**src/rtl/load_store_unit.sv**
```systemverilog
// Memory stage: one req/ack data-memory transaction per request,
// load extract/extend, store lane replication, misalign/timeout flags.
module load_store_unit #(
   parameter int unsigned MEM_TIMEOUT = 255
) (
   input  logic        clk,
   input  logic        rst,
   input  logic        req_valid,
   output logic        req_ready,
   input  logic        req_store,
   input  logic [1:0]  req_size,
   input  logic        req_unsigned,
   input  logic [31:0] req_addr,
   input  logic [31:0] req_wdata,
   input  logic [4:0]  req_rd,
   output logic        mem_req,
   output logic        mem_we,
   output logic [31:0] mem_addr,
   output logic [3:0]  mem_be,
   output logic [31:0] mem_wdata,
   input  logic        mem_ack,
   input  logic [31:0] mem_rdata,
   output logic        resp_valid,
   output logic [4:0]  resp_rd,
   output logic [31:0] resp_data,
   output logic        resp_misaligned,
   output logic        resp_fault
);

   typedef enum logic [1:0] {IDLE, ACCESS, RESP} state_t;

   state_t      state;
   logic        ready_q;
   logic        st_q;
   logic        uns_q;
   logic [1:0]  size_q;
   logic [1:0]  lane_q;
   logic [4:0]  rd_q;
   logic [31:0] cnt;
   logic        misal;
   logic [3:0]  be_n;
   logic [31:0] wd_n;
   logic [7:0]  ld_b;
   logic [15:0] ld_h;
   logic [31:0] ld_val;
   logic        tmo;

   // ready is held in a flop but masked so it reads 0 while rst is high
   assign req_ready = ready_q & ~rst;

   always_comb begin
      misal = 1'b0;
      be_n  = 4'hf;
      wd_n  = req_wdata;
      unique case (req_size)
         2'b00: begin
            be_n = 4'b0001 << req_addr[1:0];
            wd_n = {4{req_wdata[7:0]}};
         end
         2'b01: begin
            misal = req_addr[0];
            be_n  = 4'b0011 << req_addr[1:0];
            wd_n  = {2{req_wdata[15:0]}};
         end
         default: misal = |req_addr[1:0];
      endcase
   end

   assign ld_b = mem_rdata[{lane_q, 3'b000} +: 8];
   assign ld_h = mem_rdata[{lane_q[1], 4'b0000} +: 16];

   always_comb begin
      unique case (size_q)
         2'b00:   ld_val = {{24{ld_b[7] & ~uns_q}}, ld_b};
         2'b01:   ld_val = {{16{ld_h[15] & ~uns_q}}, ld_h};
         default: ld_val = mem_rdata;
      endcase
   end

   assign tmo = (MEM_TIMEOUT != 32'd0) && (cnt + 32'd1 == MEM_TIMEOUT);

   always_ff @(posedge clk) begin
      if (rst) begin
         state           <= IDLE;
         ready_q         <= 1'b1;
         st_q            <= 1'b0;
         uns_q           <= 1'b0;
         size_q          <= 2'b00;
         lane_q          <= 2'b00;
         rd_q            <= 5'd0;
         cnt             <= 32'd0;
         mem_req         <= 1'b0;
         mem_we          <= 1'b0;
         mem_addr        <= 32'd0;
         mem_be          <= 4'd0;
         mem_wdata       <= 32'd0;
         resp_valid      <= 1'b0;
         resp_rd         <= 5'd0;
         resp_data       <= 32'd0;
         resp_misaligned <= 1'b0;
         resp_fault      <= 1'b0;
      end else begin
         resp_valid      <= 1'b0;
         resp_rd         <= 5'd0;
         resp_data       <= 32'd0;
         resp_misaligned <= 1'b0;
         resp_fault      <= 1'b0;
         unique case (state)
            IDLE: begin
               if (req_valid && req_ready) begin
                  ready_q <= 1'b0;
                  st_q    <= req_store;
                  uns_q   <= req_unsigned;
                  size_q  <= req_size;
                  lane_q  <= req_addr[1:0];
                  rd_q    <= req_rd;
                  if (misal) begin
                     state           <= RESP;
                     resp_valid      <= 1'b1;
                     resp_misaligned <= 1'b1;
                  end else begin
                     state     <= ACCESS;
                     cnt       <= 32'd0;
                     mem_req   <= 1'b1;
                     mem_we    <= req_store;
                     mem_addr  <= {req_addr[31:2], 2'b00};
                     mem_be    <= be_n;
                     mem_wdata <= wd_n;
                  end
               end
            end
            ACCESS: begin
               // ack takes priority over a timeout on the same edge
               if (mem_ack || tmo) begin
                  state      <= RESP;
                  resp_valid <= 1'b1;
                  mem_req    <= 1'b0;
                  mem_we     <= 1'b0;
                  mem_addr   <= 32'd0;
                  mem_be     <= 4'd0;
                  mem_wdata  <= 32'd0;
                  if (mem_ack) begin
                     if (!st_q) begin
                        resp_rd   <= rd_q;
                        resp_data <= ld_val;
                     end
                  end else begin
                     resp_fault <= 1'b1;
                  end
               end else begin
                  cnt <= cnt + 32'd1;
               end
            end
            RESP: begin
               state   <= IDLE;
               ready_q <= 1'b1;
            end
            default: state <= IDLE;
         endcase
      end
   end

endmodule

```
**config.mk**
```make
export PLATFORM = sky130hd
export DESIGN_NAME = load_store_unit
export DESIGN_NICKNAME = d
export VERILOG_FILES = /design/src/rtl/load_store_unit.sv
export SDC_FILE = /design/constraint.sdc
export NUM_CORES = 1
export LEC_CHECK = 0
export BUFFER_PORTS_ARGS = -buffer_cell sky130_fd_sc_hd__buf_2
export CAP_MARGIN = 10
export CORE_ASPECT_RATIO = 1.4
export CORE_MARGIN = 10
export CORE_UTILIZATION = 50
export CTS_CLUSTER_DIAMETER = 100
export DETAILED_ROUTE_END_ITERATION = 10
export GPL_TIMING_DRIVEN = 1
export HOLD_SLACK_MARGIN = 0.12
export PLACE_DENSITY = 0.74
export SYNTH_ARGS = -nofsm -noshare
export SYNTH_HDL_FRONTEND = slang
export SYNTH_SLANG_ARGS = --single-unit
```
**constraint.sdc**
```tcl
create_clock -name clk -period 3.9 [get_ports clk]
set_input_delay 0.39 -clock clk [delete_from_list [all_inputs] [get_ports clk]]
set_output_delay 0.39 -clock clk [all_outputs]
set_load 0.05 [all_outputs]
```
# Word level (Yosys, flattened, before mapping)
# Index checks and enable logic that the tools add are counted.
[word_totals] word_cells=94 input_bits=109 out_inout_bits=111 register_bits=156
[op_classes] eq_ne=9 n_reduce_logical=16 muxes=37 n_addsub=1 n_bitwise=9 shift=4
[ops] operator="one-hot mux 32 bit (2 select lines)" n=5
[ops] operator="two-way mux 32 bit" n=8
[ops] operator="adder 32 x 1 -> 32 bit (second input constant)" n=1
[ops] operator="equality test 32 x 8 -> 1 bit (second input constant)" n=1
[ops] operator="indexed part select 32 x 6 -> 16 bit" n=1
[ops] operator="indexed part select 32 x 6 -> 8 bit" n=1
[ops] operator="one-hot mux 4 bit (2 select lines)" n=2
[ops] operator="two-way mux 4 bit" n=3
[ops] operator="two-way mux 1 bit" n=10
[ops] operator="one-hot mux 1 bit (2 select lines)" n=5
[ops] operator="inequality test 2 bit (second input constant)" n=4
[ops] operator="AND reduction 4 bit" n=2
[ops] operator="equality test 2 x 1 -> 1 bit (second input constant)" n=3
[ops] operator="logical NOT 2 bit" n=3
[ops] operator="two-way mux 2 bit" n=3
[ops] operator="NOT 1 bit" n=6
[ops] operator="AND reduction 2 bit" n=3
[ops] operator="OR reduction 5 bit" n=1
[ops] operator="one-hot mux 2 bit (2 select lines)" n=1
[ops] operator="nonzero test 2 bit" n=2
[ops] operator="OR reduction 2 bit" n=2
[ops] operator="left shift 1 x 2 -> 4 bit (first input constant)" n=1
[ops] operator="left shift 2 x 2 -> 4 bit (first input constant)" n=1
[ops] operator="AND 1 bit" n=3
[ops] operator="other kinds (4)" n=4

# Logic depth before layout (Yosys ltp)
[depth] depth_word=5 mapped_depth=12 mapped_depth_nobuf=9

# Worst setup path after synthesis
# Ideal clock, no wire load.
[synth_timing] kind="register -> register" start="register cnt[1]" end="register cnt[18]" n_path_buf=2 setup_time_ns=0.073 required_time_ns=3.827 path_stages_with_launch=12 path_slack_ns=0.821 synth_period_minus_slack_ns=3.079 arrival_time_ns=3.005 path_cell_list="dfxtp_1 -> ha_1 -> nand3_2 -> or4_4 -> xnor2_1 -> o2111ai_1 -> nor4b_4 -> a31oi_2 -> a211o_1 -> buf_2 -> buf_6 -> o211ai_2"
[synth_via] elab_chain_cells=5 elab_cells_between_ends=7 cone_classes="add/sub (1); eq/ne (2); mux (2); reduce/logical (2)"
[synth_lines] element="start: declaration" line_no="39" text="logic [31:0] cnt;"
[synth_lines] element="start signal: assignment" line_no="151" text="cnt <= cnt + 32'd1;"
[synth_lines] element="adder 32 x 1 -> 32 bit (*)" line_no="80, 151"
[synth_lines] element="equality test 32 x 8 -> 1 bit" line_no="80" text="assign tmo = (MEM_TIMEOUT != 32'd0) && (cnt + 32'd1 == MEM_TIMEOUT);"
[synth_lines] element="logical OR 1 bit" line_no="134" text="if (mem_ack || tmo) begin"
[synth_lines] element="inequality test 2 bit (no line)"
[synth_lines] element="AND reduction 4 bit (no line)"
# Every way passes the cells marked *; elsewhere a longest branch is shown, timed or not. The select of a mux whose other input is x is not followed.
# A chain may end at the register's enable or synchronous reset.

# Worst setup path in the final report
[layout_timing] start="register cnt[1]" end="register cnt[10]"
# The elaborated chain is that of the path after synthesis.

==> results.cfg <==
[floorplanning]
floorplan.rows = 51
fp.dieH_um = 161
start_util = 0.509
io_pins = 220
dieArea_mm2 = 0.0194
dieWidth_um = 121
coreArea_mm2 = 0.0139

[routing]
wl_met3_um = 1780
route.layer.met1.wl_um = 8360
first_pass_iters = 7
postRouteWirelength_um = 21800
drc_errors = 0
top_layer_used = met4
vias = 6896
wl_met2_um = 11200
wire_per_inst_um = 17.9
first_iter_violations = 498
vias_per_cell = 5.67
postRouteAntennaNets = 0

[synth]
syn_inst = 829
avgSynthCellArea_um2 = 8.54
ys_seq_area_frac = 0.436
synth-edff-count = 0
syn_area_mm2 = 0.00708
ys_ff_latch = 154
ys_warn_count = 0
synth.distinct_cells = 68
synth_flop_cell = dfxtp_1
synthArstFlopShare = 0

[grt]
antenna_found_initial = 1
grt_pass1_wl_um = 34600
grt_overflow = 0
gr-usage-all-layers = 0.216
grt_max_degree = 58
first_global_vias = 6944

[clock_network]
htreeDepth = 4
cts_sinks = 154
cts_tree = built
cts-root-buf = clkbuf_16
clkTransAtPathRegs_ns = 0.07
cts_buffer_depth = 2
cts_made_buffers = 17
post-cts-setup-buffers = 0
holdBufCountCts = 0
cts_resized = 0
clk_latency_ns = 0.42

[layout]
layout_commonest_cell = buf_2
mostFrequentLayoutCells = 217 x buf_2, 154 x dfxtp_1, 94 x nand2_1
areaGrowthSynthToFinish_pct = 25.8
drive_above_1_share = 0.288
final_area_mm2 = 0.00890
fin_nets = 1129

[critical_path]
critical_path.endpoint_type = flop
cp_cell_sequence = ha_1, nand3_2, or4_4, xnor2_1, o2111ai_1, nor4b_4, a31oi_4, a211o_1, buf_4, o221ai_1
cp_max_fo = 29
crit_path_top_delay_cell = or4_4
start_kind = flop
critPathMaxStageDelay_ns = 0.62
worstPathRequired_ns = 4.23
critPathArrivalTime_ns = 3.70
worstSetupPathType = reg -> reg

[sta]
rsz0062_at_grt = false
slew_headroom = 0.272
worst_pin_slew_ns = 1.08
setup_ws_ns = 0.534
max_freq_mhz = 297
hold_viol = 0
finalSetupViolCount = 0
setup_tns_ns = 0
timing.final.max_slew_violations = 0
fin_crit_sh = 0.863
skew_ns = 0.00797
fin_crit_ns = 3.37

[pwr]
power_frac_seq = 0.426
leakage_nw = 3.82
power.density_mw_per_mm2 = 437
sw_frac_of_total = 0.287
power.share.clock = 0.441
irDropWorstVdd_mv = 0.262
p_switching_w = 0.00112
total_power_w = 0.00389
power_frac_comb = 0.133
p_int_w = 0.00277

[place]
dpl.hpwl_um = 15900
place_congestion = 0.888
place_ws_ns = 0.534
io_buffer_count = 217
placed_area_mm2 = 0.00828

[hold_path]
min-delay-path-class = in -> reg

[status]
status = completed

[run]
cap_violations = 0
-- layout make-up --
class	instances	area, um^2
fill	1265	5010
multi-input combinational	576	3600
sequential	154	3080
timing repair buffer	233	1230
clock buffer	18	439
tap	185	231
clock inverter	14	176
inverter	36	135
antenna	1	2.50
-- power by group through the flow --
stage	logic [W]	registers, W	clock network [W]
floorplan	0.000203	0.00183	0
global placement	0.000508	0.00169	0
detailed placement	0.000514	0.00169	0
CTS	0.000517	0.00166	0.00173
global route	0.000555	0.00166	0.00180
finish	0.000515	0.00166	0.00172
-- state kept, by name, indices dropped and copies added, names as in the netlist --
| signal | flops |
|---|---|
| resp_valid | 1 |
| mem_we | 1 |
| size_q | 2 |
| resp_fault | 1 |
| mem_req | 1 |
| uns_q | 1 |
| resp_data | 32 |
| ready_q | 1 |
| mem_be | 4 |
| mem_addr | 30 |
| mem_wdata | 32 |
| cnt | 32 |
| state | 2 |
| st_q | 1 |
| resp_misaligned | 1 |
| rd_q | 5 |
| resp_rd | 5 |
| lane_q | 2 |
-- synthesized netlist by cell type (13+ instances only) --
cell | instances | area share
nor2_1 | 62 | 0.033
a21oi_1 | 66 | 0.047
nand4_1 | 25 | 0.022
a31oi_1 | 13 | 0.011
inv_1 | 36 | 0.019
o2bb2ai_1 | 18 | 0.022
nor3_1 | 25 | 0.018
nand3_1 | 32 | 0.023
mux2i_1 | 26 | 0.037
o21ai_0 | 31 | 0.022
clkbuf_1 | 44 | 0.023
o211ai_1 | 16 | 0.017
dfxtp_1 | 154 | 0.44
a22o_1 | 39 | 0.048
nand2_1 | 94 | 0.050
-- worst max-delay path: cells and delay by family (launching register included) --
kind	cells	cell delay [ns]
AOI/OAI and AO/OA	4	0.84
DFF	1	0.50
buffers and inverters	1	0.25
and+or+nand+nor	3	1.21
xor gates and xnor gates	1	0.15
adders and majority gates	1	0.33
-- layer usage --
layer	vias to the layer above	global-route usage
met2	243	0.382
met1	3224	0.232
met4	0	0.0704
met3	29	0.0789
li1	3400	-
met5	-	0
-- cell families after synthesis --
kind of cell	count (synthesis)	share of synthesized area
adder cells (fa/ha/maj)	2	0.00354
buffers and inverters	100	0.0592
other	1	0.000530
multiplexers	30	0.0431
AND/OR/NAND/NOR	296	0.210
flip-flops	154	0.436
AO/OA/AOI/OAI	237	0.237
XOR/XNOR	9	0.0111
-- path summary, 6_finish.rpt --
kind              slack, ns  cells past startpoint                  from                         to
setup / recovery       0.53                     10   cnt[1]$_SDFFE_PP0P_       cnt[10]$_SDFFE_PP0P_
hold / removal         0.18                      2          req_addr[22]  mem_addr[22]$_SDFFE_PP0P_
setup reg to reg       0.53                     10   cnt[1]$_SDFFE_PP0P_       cnt[10]$_SDFFE_PP0P_
hold reg to reg        0.46                      1  rd_q[3]$_SDFFE_PP0P_      resp_rd[3]$_SDFF_PP0_
-- per-stage QoR --
stage	instances	hold slack [ns]	util
5_1_grt	1217	0.173	0.640
3_5_place_dp	1184	0.440	0.596
6_report	1217	0.177	0.640
4_1_cts	1216	0.168	0.640
3_3_place_gp	1184	0.434	0.596
2_1_floorplan	830	0.430	-
Power figures use the tool's default switching activity.
